File: src/rtl/u_rx_pkg.sv
// Shared definitions for the UART receive-side controller.
// Latency: n/a (types and constants only).
// Backpressure: n/a.
package u_rx_pkg;

    // Qualifier states: idle-high, counting a low run, waiting for the rising edge
    typedef enum logic [1:0] {
        S_HIGH = 2'b00,
        S_LOW  = 2'b01,
        S_QUAL = 2'b10
    } qual_state_e;

    localparam int DEF_DEPTH      = 4;
    localparam int DEF_MIN_LOW    = 16;
    localparam int DEF_GAP_CYCLES = 160;

endpackage

File: src/rtl/u_rx_fifo.sv
// Circular-buffer FIFO holding qualified receive bytes.
// Latency: push visible on rdata_o/count_o the cycle after the push edge.
// Backpressure: push while full is ignored unless a pop frees the slot the same cycle.
module u_rx_fifo #(
    parameter int DEPTH = 4,
    parameter int DW    = 8
) (
    input  logic                   sys_clk,
    input  logic                   sys_rst_l,
    input  logic                   push_i,
    input  logic                   pop_i,
    input  logic [DW-1:0]          wdata_i,
    output logic [DW-1:0]          rdata_o,
    output logic [$clog2(DEPTH):0] count_o,
    output logic                   full_o,
    output logic                   empty_o
);
    localparam int AW = $clog2(DEPTH);

    logic [DW-1:0] mem_q [DEPTH];
    logic [AW-1:0] wr_ptr_q;
    logic [AW-1:0] rd_ptr_q;
    logic [AW:0]   count_q;
    logic          do_push;
    logic          do_pop;

    assign empty_o = (count_q == '0);
    assign full_o  = (count_q == (AW+1)'(DEPTH));
    // A pop on an empty FIFO is dropped; a pop on a full FIFO makes room for a push
    assign do_pop  = pop_i & ~empty_o;
    assign do_push = push_i & (~full_o | do_pop);

    // Storage: only the slot under the write pointer changes
    always_ff @(posedge sys_clk or negedge sys_rst_l) begin
        if (!sys_rst_l) begin
            for (int i = 0; i < DEPTH; i++) begin
                mem_q[i] <= '0;
            end
        end else if (do_push) begin
            mem_q[wr_ptr_q] <= wdata_i;
        end
    end

    // Pointers wrap naturally at DEPTH (power of two); occupancy tracks push/pop
    always_ff @(posedge sys_clk or negedge sys_rst_l) begin
        if (!sys_rst_l) begin
            wr_ptr_q <= '0;
            rd_ptr_q <= '0;
            count_q  <= '0;
        end else begin
            if (do_push) begin
                wr_ptr_q <= wr_ptr_q + AW'(1);
            end
            if (do_pop) begin
                rd_ptr_q <= rd_ptr_q + AW'(1);
            end
            case ({do_push, do_pop})
                2'b10:   count_q <= count_q + (AW+1)'(1);
                2'b01:   count_q <= count_q - (AW+1)'(1);
                default: count_q <= count_q;
            endcase
        end
    end

    assign rdata_o = mem_q[rd_ptr_q];
    assign count_o = count_q;

endmodule

File: src/rtl/u_rec_ctrl.sv
// Qualifies receiver byte completions, queues them, flags overrun and end-of-burst gaps.
// Latency: readyH first sampled high at edge t -> byte visible on rx_dataH after edge t+2.
// Backpressure: full FIFO without a same-cycle take drops the byte and sets rx_overrunH.
module u_rec_ctrl
    import u_rx_pkg::*;
#(
    parameter int DEPTH      = DEF_DEPTH,
    parameter int MIN_LOW    = DEF_MIN_LOW,
    parameter int GAP_CYCLES = DEF_GAP_CYCLES
) (
    input  logic                   sys_clk,
    input  logic                   sys_rst_l,
    input  logic [7:0]             rec_dataH,
    input  logic                   rec_readyH,
    input  logic                   rx_enH,
    output logic [7:0]             rx_dataH,
    output logic                   rx_validH,
    input  logic                   rx_takeH,
    output logic [$clog2(DEPTH):0] rx_countH,
    output logic                   rx_overrunH,
    input  logic                   clr_errH,
    output logic                   rx_gapH
);
    localparam int            LW      = $clog2(MIN_LOW) + 1;
    localparam logic [LW-1:0] LOW_TGT = LW'(MIN_LOW - 1);
    localparam logic [LW-1:0] LOW_MAX = '1;
    localparam logic [15:0]   GAP_TGT = 16'(GAP_CYCLES - 1);

    logic          rdy_s_q;
    logic          rdy_d_q;
    qual_state_e   state_q, state_d;
    logic [LW-1:0] low_cnt_q, low_cnt_d;
    logic          evt_q, evt_d;
    logic [7:0]    evt_dat_q, evt_dat_d;
    logic          ovr_q;
    logic [15:0]   gap_cnt_q, gap_cnt_d;
    logic          gap_arm_q, gap_arm_d;
    logic          gap_q, gap_d;

    logic          fifo_full;
    logic          fifo_empty;
    logic          pop;
    logic          push_ok;
    logic          ovr_set;

    // Two-flop sampler on the receiver ready level; idles high so reset looks like "not receiving"
    always_ff @(posedge sys_clk or negedge sys_rst_l) begin
        if (!sys_rst_l) begin
            rdy_s_q <= 1'b1;
            rdy_d_q <= 1'b1;
        end else begin
            rdy_s_q <= rec_readyH;
            rdy_d_q <= rdy_s_q;
        end
    end

    // Qualifier and event registers
    always_ff @(posedge sys_clk or negedge sys_rst_l) begin
        if (!sys_rst_l) begin
            state_q   <= S_HIGH;
            low_cnt_q <= '0;
            evt_q     <= 1'b0;
            evt_dat_q <= '0;
        end else begin
            state_q   <= state_d;
            low_cnt_q <= low_cnt_d;
            evt_q     <= evt_d;
            evt_dat_q <= evt_dat_d;
        end
    end

    // Qualifier next state: a low run must last MIN_LOW samples before its rising edge counts
    always_comb begin
        state_d   = state_q;
        low_cnt_d = low_cnt_q;
        evt_d     = 1'b0;
        evt_dat_d = evt_dat_q;
        case (state_q)
            S_HIGH: begin
                if (!rdy_s_q) begin
                    low_cnt_d = '0;
                    state_d   = S_LOW;
                end
            end
            S_LOW: begin
                if (rdy_s_q) begin
                    state_d = S_HIGH;   // false start, no byte
                end else begin
                    if (low_cnt_q != LOW_MAX) begin
                        low_cnt_d = low_cnt_q + LW'(1);
                    end
                    if (low_cnt_d >= LOW_TGT) begin
                        state_d = S_QUAL;
                    end
                end
            end
            S_QUAL: begin
                if (rdy_s_q && !rdy_d_q) begin
                    evt_d     = 1'b1;
                    evt_dat_d = rec_dataH;
                    state_d   = S_HIGH;
                end
            end
            default: state_d = S_HIGH;
        endcase
    end

    // Push/overrun decision; a same-cycle take frees the slot on a full FIFO
    assign pop     = rx_takeH & ~fifo_empty;
    assign push_ok = evt_q & rx_enH & (~fifo_full | pop);
    assign ovr_set = evt_q & rx_enH & fifo_full & ~pop;

    u_rx_fifo #(
        .DEPTH (DEPTH),
        .DW    (8)
    ) u_fifo (
        .sys_clk   (sys_clk),
        .sys_rst_l (sys_rst_l),
        .push_i    (push_ok),
        .pop_i     (pop),
        .wdata_i   (evt_dat_q),
        .rdata_o   (rx_dataH),
        .count_o   (rx_countH),
        .full_o    (fifo_full),
        .empty_o   (fifo_empty)
    );

    // Sticky overrun; a new overrun beats a simultaneous clear
    always_ff @(posedge sys_clk or negedge sys_rst_l) begin
        if (!sys_rst_l) begin
            ovr_q <= 1'b0;
        end else if (ovr_set) begin
            ovr_q <= 1'b1;
        end else if (clr_errH) begin
            ovr_q <= 1'b0;
        end
    end

    // Gap timer next state: each accepted push restarts the idle count and re-arms
    always_comb begin
        gap_cnt_d = gap_cnt_q;
        gap_arm_d = gap_arm_q;
        gap_d     = 1'b0;
        if (gap_arm_q) begin
            gap_cnt_d = gap_cnt_q + 16'd1;
            if (gap_cnt_q == GAP_TGT) begin
                gap_d     = 1'b1;
                gap_arm_d = 1'b0;
            end
        end
        if (push_ok) begin
            gap_cnt_d = '0;
            gap_arm_d = 1'b1;
        end
    end

    // Gap timer registers; pulse is registered so it lands GAP_CYCLES edges after the push
    always_ff @(posedge sys_clk or negedge sys_rst_l) begin
        if (!sys_rst_l) begin
            gap_cnt_q <= '0;
            gap_arm_q <= 1'b0;
            gap_q     <= 1'b0;
        end else begin
            gap_cnt_q <= gap_cnt_d;
            gap_arm_q <= gap_arm_d;
            gap_q     <= gap_d;
        end
    end

    assign rx_validH   = ~fifo_empty;
    assign rx_overrunH = ovr_q;
    assign rx_gapH     = gap_q;

endmodule
File: config.mk
export PLATFORM = sky130hd
export DESIGN_NAME = u_rec_ctrl
export DESIGN_NICKNAME = d
export VERILOG_FILES = /design/src/rtl/u_rx_pkg.sv /design/src/rtl/u_rx_fifo.sv /design/src/rtl/u_rec_ctrl.sv
export SDC_FILE = /design/constraint.sdc
export NUM_CORES = 1
export LEC_CHECK = 0
export CORE_ASPECT_RATIO = 0.6
export CORE_MARGIN = 2
export CORE_UTILIZATION = 45
export CTS_CLUSTER_SIZE = 24
export DETAILED_ROUTE_END_ITERATION = 7
export MAX_ROUTING_LAYER = met4
export PLACE_DENSITY_LB_ADDON = 0.1
export SYNTH_ARGS = -nofsm -noshare
export SYNTH_HDL_FRONTEND = slang
export SYNTH_SLANG_ARGS = --single-unit
File: constraint.sdc
create_clock -name sys_clk -period 2.7 [get_ports sys_clk]
set_input_delay 0.81 -clock sys_clk [delete_from_list [all_inputs] [get_ports sys_clk]]
set_output_delay 0.81 -clock sys_clk [all_outputs]
set_load 0.1 [all_outputs]
==> results of run 1 <==
-- power breakdown --
part / total (W) / switching [W] / internal (W)
logic: 0.000602 / 0.000384 / 0.000219
clock network: 0.00132 / 0.000461 / 0.000861
registers: 0.00128 / 0.0000786 / 0.00120
-- cells by family after synthesis --
group / after synthesis
buf+inv: 20
fa+ha+maj: 8
simple gates: 82
xor+xnor: 16
compound gates: 22
flops: 76
mux: 51
-- per-layer routing --
metal  GRT usage (%)  vias up
met2            23.5       51
met5               -        -
met4            5.10        0
met1            27.9     1089
met3            5.92        6
li1                -     1054
-- placed cells by master (no fill, tap or decap), drive strengths merged, types with 3 or more instances in the layout --
master / Yosys / routed
a21oi: 7 / 7
nor2: 22 / 22
mux4: 8 / 8
nand3: 10 / 10
ha: 7 / 7
inv: 10 / 10
nor4: 3 / 3
and2: 4 / 4
nand2: 19 / 19
xor2: 8 / 8
clkdlybuf4s50: 0 / 11
xnor2: 8 / 8
o21ai: 9 / 9
or3: 6 / 6
buf: 3 / 24
clkbuf: 7 / 11
nand4: 5 / 5
dfrtp: 74 / 74
mux2: 41 / 41
-- sequential cells by signal, summed over array words and instances, names as in the netlist, 2 cells and up --
name	cells
u_fifo.mem_q	32
gap_cnt_q	16
evt_dat_q	8
state_q	2
u_fifo.count_o	3
u_fifo.wr_ptr_q	2
low_cnt_q	5
u_fifo.rd_ptr_q	2
-- per-stage QoR --
| step | hold WS (ns) | cell area [µm²] | utilization (%) | TNS, ns |
|---|---|---|---|---|
| final | 0.379 | 4320 | 58.7 | 0 |
| after global routing | 0.388 | 4320 | 58.7 | 0 |
| after CTS | 0.382 | 4290 | 58.3 | 0 |
| after detailed placement | 0.379 | 3950 | 53.7 | -4.60 |
| after global placement | 0.376 | 3950 | 53.7 | -4.58 |
| after floorplan | 0.369 | 3460 | - | 0 |
-- final cells by class --
type	instances	area share, %
Sequential cell	76	44.2
Multi-Input combinational cell	179	34.6
Timing Repair Buffer	36	9.61
Clock buffer	11	5.85
Tap cell	104	3.01
Clock inverter	5	1.94
Inverter	10	0.869
-- worst max path at each step --
stage | from | to
after floorplan | rx_takeH | u_fifo.count_o[2]
after global placement | rx_takeH | u_fifo.count_o[2]
after detailed placement | rx_takeH | u_fifo.count_o[2]
after CTS | rx_takeH | u_fifo.count_o[2]
after global routing | u_fifo.rd_ptr_q[0] | rx_dataH[1]
final | u_fifo.rd_ptr_q[0] | rx_dataH[1]
-- critical path, cell delays in order (launching register included) --
cell and delay (ns):
dfrtp_1 0.33, buf_4 0.22, mux4_2 0.58, buf_12 0.19
-- what timing repair did --
action	in CTS	in global routing
setup buffers	0	2
setup endpoints to repair	0	1
resized for setup	0	6
endpoints found under the hold margin	0	0
==> impl_metrics.py, run 1 <==
metrics = {
    "finish": {
        "seqCellArea_um2": 1910,
        "final_cells": 421,
        "nFillCells": 602,
        "antenna_cells": 0,
        "area_growth_pct": 25.1,
        "layout-drive-gt1-share_pct": 33.8,
        "multi_input_area_um2": 1490,
        "nets": 334,
    },
    "grt": {
        "grt_overflow_total": 0,
        "grt_pass1_vias": 2147,
        "grt_first_pass_wirelength_um": 11100,
        "grt_max_degree": 38,
        "grtUsageTotal_pct": 18.4,
        "antenna_found_initial": 0,
    },
    "clocking": {
        "cts_tree": "built",
        "cts_made_buffers": 9,
        "cts-root-buf": "clkbuf_16",
        "cts_hold_buf": 0,
        "htreeDepth": 3,
        "clk_transition_reported_paths_ns": 0.06,
        "cts_max_path_buffers": 2,
        "clk_latency_ns": 0.33,
        "cts.sinks": 76,
    },
    "sta": {
        "fin_crit_ns": 2.48,
        "worst_pin_slew_ns": 0.496,
        "setup_viol": 0,
        "finalWorstSetupSlack_ns": 0.225,
        "period_share_pct": 91.7,
        "hold_viol": 0,
        "rsz0062_at_grt": "no",
        "finalMaxSlewViolations": 0,
        "clock-skew-final_ns": 0.00734,
        "clock.fmax_mhz": 404,
        "slew_headroom_pct": 66.9,
    },
    "routing": {
        "drc": 0,
        "postRouteAntennaNets": 0,
        "top_layer_used": "met4",
        "first_pass_iters": 6,
        "wl_met3_um": 415,
        "wl_met2_um": 2800,
        "vias": 2200,
        "drt_iter0_drc": 142,
        "wire_per_inst_um": 15.6,
        "wl_met1_um": 3280,
        "vias_per_cell": 5.23,
        "routed_wl_um": 6570,
    },
    "synth": {
        "netlist.area_leader.share_pct": 53.6,
        "synthMuxAreaShare_pct": 19.2,
        "syn_inst": 275,
        "synthTopCellsByCount": "dfrtp_1 (74), mux2_2 (41), nor2_1 (22)",
        "yosysTopAreaCell": "dfrtp_1",
        "yosys_warnings": 0,
        "avgSynthCellArea_um2": 12.6,
        "synthAdderAreaFrac_pct": 3.11,
        "synth-xor-area-share_pct": 4.06,
        "yosysMostFrequentCell": "dfrtp_1",
        "ys.flop_type": "dfrtp_1",
        "synth_top_family_by_area": "multiplexers",
        "synth-edff-count": 0,
        "synth_cell_types": 41,
        "syn_nets": 297,
        "synthTopCellsByArea": "dfrtp_1 (54%), mux2_2 (13%), mux4_2 (5.2%)",
        "async_reset_ff_share_pct": 100,
        "synth_compound_area_share_pct": 3.66,
        "ys_ff_latch": 76,
        "syn_area_um2": 3460,
        "yosys.area_share.simple_pct": 12.5,
        "ys_seq_area_share_pct": 55.1,
    },
    "die": {
        "io_pins": 28,
        "fp.dieW_um": 117,
        "die_h_um": 71.9,
        "start_util_pct": 47.0,
        "core_area_um2": 7360,
        "dieArea_um2": 8420,
        "row_count": 24,
    },
    "critical_path": {
        "cp-end-kind": "output port",
        "timing.critical_path.fanout_max": 10,
        "crit_type": "reg -> out",
        "r2r_start": "u_fifo.count_o[0]",
        "reg2reg_depth": 9,
        "worst_ep_arrival_time_ns": 1.67,
        "worst_setup_path_start_kind": "flop",
        "r2r_slack_ns": 0.47,
        "worst_r2r_endpoint": "u_fifo.count_o[2]",
        "required_ns": 1.89,
    },
    "place": {
        "io_buffers": 27,
        "dp.cells": 403,
        "dp_slack_ns": -0.317,
        "gp_congestion": 0.771,
        "dpl.hpwl_um": 4490,
    },
    "power_and_ir_drop": {
        "leakagePower_nw": 1.97,
        "power_per_cell_area_nw_per_um2": 741,
        "p_total_w": 0.00320,
        "ir_drop_v": 0.000378,
    },
    "hold_path": {
        "whs_endpoint": "rdy_d_q",
        "hold_start": "rdy_s_q",
        "hold_path_class": "reg -> reg",
        "min_path_cells": 0,
    },
    "flow_run": {
        "maxCapViolCount": 0,
    },
    "status": {
        "outcome": "finished clean",
    },
}
No activity file was read; power rests on OpenSTA's default activity.
==> inputs of run 2 (changes only) <==
--- a/config.mk
+++ b/config.mk
@@ -5,12 +5,12 @@
 export SDC_FILE = /design/constraint.sdc
 export NUM_CORES = 1
 export LEC_CHECK = 0
+export ABC_AREA = 0
 export CORE_ASPECT_RATIO = 0.6
 export CORE_MARGIN = 2
 export CORE_UTILIZATION = 45
 export CTS_CLUSTER_SIZE = 24
 export DETAILED_ROUTE_END_ITERATION = 7
-export MAX_ROUTING_LAYER = met4
 export PLACE_DENSITY_LB_ADDON = 0.1
 export SYNTH_ARGS = -nofsm -noshare
 export SYNTH_HDL_FRONTEND = slang
==> run 2 against run 1 <==
- die area did not move
- utilization did not move
- fmax rose by 0.12%
- critical path type unchanged
- largest cell class unchanged
==> impl_metrics.py, run 2 (synthesized netlist as in run 1, its figures left out) <==
metrics = {
    "sta": {
        "rsz0062_at_grt": "no",
        "setup_viol": 0,
        "finalMaxSlewViolations": 0,
        "hold_viol": 0,
        "slew_headroom_pct": 67.0,
        "setup_tns_ns": 0,
        "clock-skew-final_ns": 0.00745,
        "worst_pin_slew_ns": 0.496,
        "period_share_pct": 91.6,
        "clock.fmax_mhz": 404,
        "fin_crit_ns": 2.47,
    },
    "clocking": {
        "htreeDepth": 3,
        "cts.sinks": 76,
        "clk_latency_ns": 0.33,
        "cts_tree": "built",
        "cts_max_path_buffers": 2,
        "cts-root-buf": "clkbuf_16",
        "clk_transition_reported_paths_ns": 0.06,
        "cts_made_buffers": 9,
    },
    "critical_path": {
        "required_ns": 1.89,
        "worstPathCellList": "buf_4 -> mux4_2 -> buf_12",
        "reg2reg_depth": 9,
        "r2r_start": "u_fifo.count_o[0]",
        "worst_r2r_endpoint": "u_fifo.count_o[2]",
        "cp.depth": 3,
        "cp_top_family": "multiplexers",
        "crit_buf_inv": 2,
        "r2r_slack_ns": 0.47,
        "timing.critical_path.fanout_max": 10,
        "worst_setup_path_start_kind": "flop",
        "crit_type": "reg -> out",
        "slowest_stage": "mux4_2",
        "crit_path_max_incr_delay_ns": 0.58,
        "cp-end-kind": "output port",
        "worst_ep_arrival_time_ns": 1.66,
    },
    "routing": {
        "vias": 2195,
        "first_pass_iters": 4,
        "drc": 0,
        "drt_iter0_drc": 152,
        "postRouteAntennaNets": 0,
        "wire_per_inst_um": 15.6,
        "vias_per_cell": 5.21,
        "routed_wl_um": 6560,
    },
    "die": {
        "die_h_um": 71.9,
        "dieArea_um2": 8420,
        "row_count": 24,
        "core_area_um2": 7360,
        "fp.dieW_um": 117,
        "start_util_pct": 47.0,
        "io_pins": 28,
    },
    "finish": {
        "largest_register_ffs": 32,
        "nets": 334,
        "layout-drive-gt1-share_pct": 33.8,
        "layout_commonest_cell": "dfrtp_1",
        "seqCellArea_um2": 1910,
        "largestRegisters": "u_fifo.mem_q: 32 flops, gap_cnt_q: 16 flops, evt_dat_q: 8 flops",
        "multi_input_area_um2": 1490,
        "area_growth_pct": 25.1,
        "design_area_um2": 4320,
        "regMostFlops": "u_fifo.mem_q",
        "nFillCells": 602,
        "antenna_cells": 0,
        "layout_common_cells": "dfrtp_1 (71), mux2_2 (41), nor2_1 (22), nand2_1 (15), buf_4 (15)",
    },
    "grt": {
        "antenna_found_initial": 0,
        "grt_pass1_vias": 2142,
        "grt_first_pass_wirelength_um": 11000,
        "grt_max_degree": 38,
        "grtUsageTotal_pct": 17.8,
        "grt_overflow_total": 0,
    },
    "power_and_ir_drop": {
        "leakagePower_nw": 1.97,
        "power_per_cell_area_nw_per_um2": 741,
        "ir_drop_v": 0.000378,
    },
    "place": {
        "postPlaceCellArea_um2": 3950,
        "dpl.hpwl_um": 4490,
        "io_buffers": 27,
        "gp_congestion": 0.761,
    },
    "hold_path": {
        "hold_path_class": "reg -> reg",
        "whs_endpoint": "rdy_d_q",
        "min_path_cells": 0,
        "hold_start": "rdy_s_q",
    },
    "status": {
        "outcome": "finished clean",
    },
    "flow_run": {
        "maxCapViolCount": 0,
    },
}
-- run 2: cell counts in the layout (fill, tap and decap cells not counted) --
No cell type changed its count.
-- run 2: cell type report --
type                       count  share of cell area (%)
sequential                    76                    44.2
multi-input combinational    179                    34.6
timing repair buffer          36                    9.61
clock buffer                  11                    5.85
tap                          104                    3.01
clock inverter                 5                    1.94
inverter                      10                   0.869
-- run 2: what timing repair did --
action | in CTS | in global routing
setup endpoints to repair | 0 | 1
gates resized for setup | 0 | 6
hold buffers | 0 | 0
setup buffers | 0 | 2
endpoints found under the hold margin | 0 | 0
-- run 2: stage by stage --
stage / hold WS, ns / utilization, % / total power, W / setup WS (ns) / instances
finish: 0.379 / 58.7 / 0.00320 / 0.228 / 421
global route: 0.388 / 58.7 / 0.00335 / 0.159 / 421
CTS: 0.382 / 58.3 / 0.00323 / 0.0161 / 419
detailed placement: 0.379 / 53.7 / 0.00189 / -0.317 / 403
global placement: 0.376 / 53.7 / 0.00188 / -0.269 / 403
floorplan: 0.369 / - / 0.00172 / 0.0565 / 275
-- run 2: worst max path at each step --
stage                  startpoint           endpoint  slack (ns)
6_report       u_fifo.rd_ptr_q[0]        rx_dataH[1]        0.23
3_3_place_gp             rx_takeH  u_fifo.count_o[2]       -0.27
2_1_floorplan            rx_takeH  u_fifo.count_o[2]        0.06
4_1_cts                  rx_takeH  u_fifo.count_o[2]        0.02
3_5_place_dp             rx_takeH  u_fifo.count_o[2]       -0.32
5_1_grt        u_fifo.rd_ptr_q[0]        rx_dataH[1]        0.16
-- run 2: routing by layer --
layer  track usage, %  share of wire, %
met1             28.0                50
met5                0                 0
met3             6.01               5.9
met4             5.10              0.67
met2             23.4                43
-- run 2: where the power goes --
part / leakage (nW) / switching (W) / internal [W]
clock: 0.158 / 0.000460 / 0.000861
sequential: 0.942 / 0.0000789 / 0.00120
combinational: 0.874 / 0.000383 / 0.000219
==> inputs of run 3 (changes only) <==
--- a/config.mk
+++ b/config.mk
@@ -11,6 +11,7 @@
 export CORE_UTILIZATION = 45
 export CTS_CLUSTER_SIZE = 24
 export DETAILED_ROUTE_END_ITERATION = 7
+export GPL_ROUTABILITY_DRIVEN = 0
 export PLACE_DENSITY_LB_ADDON = 0.1
 export SYNTH_ARGS = -nofsm -noshare
 export SYNTH_HDL_FRONTEND = slang
==> results of run 3 <==
Final layout, timing and power as in run 2 (identical DEF).
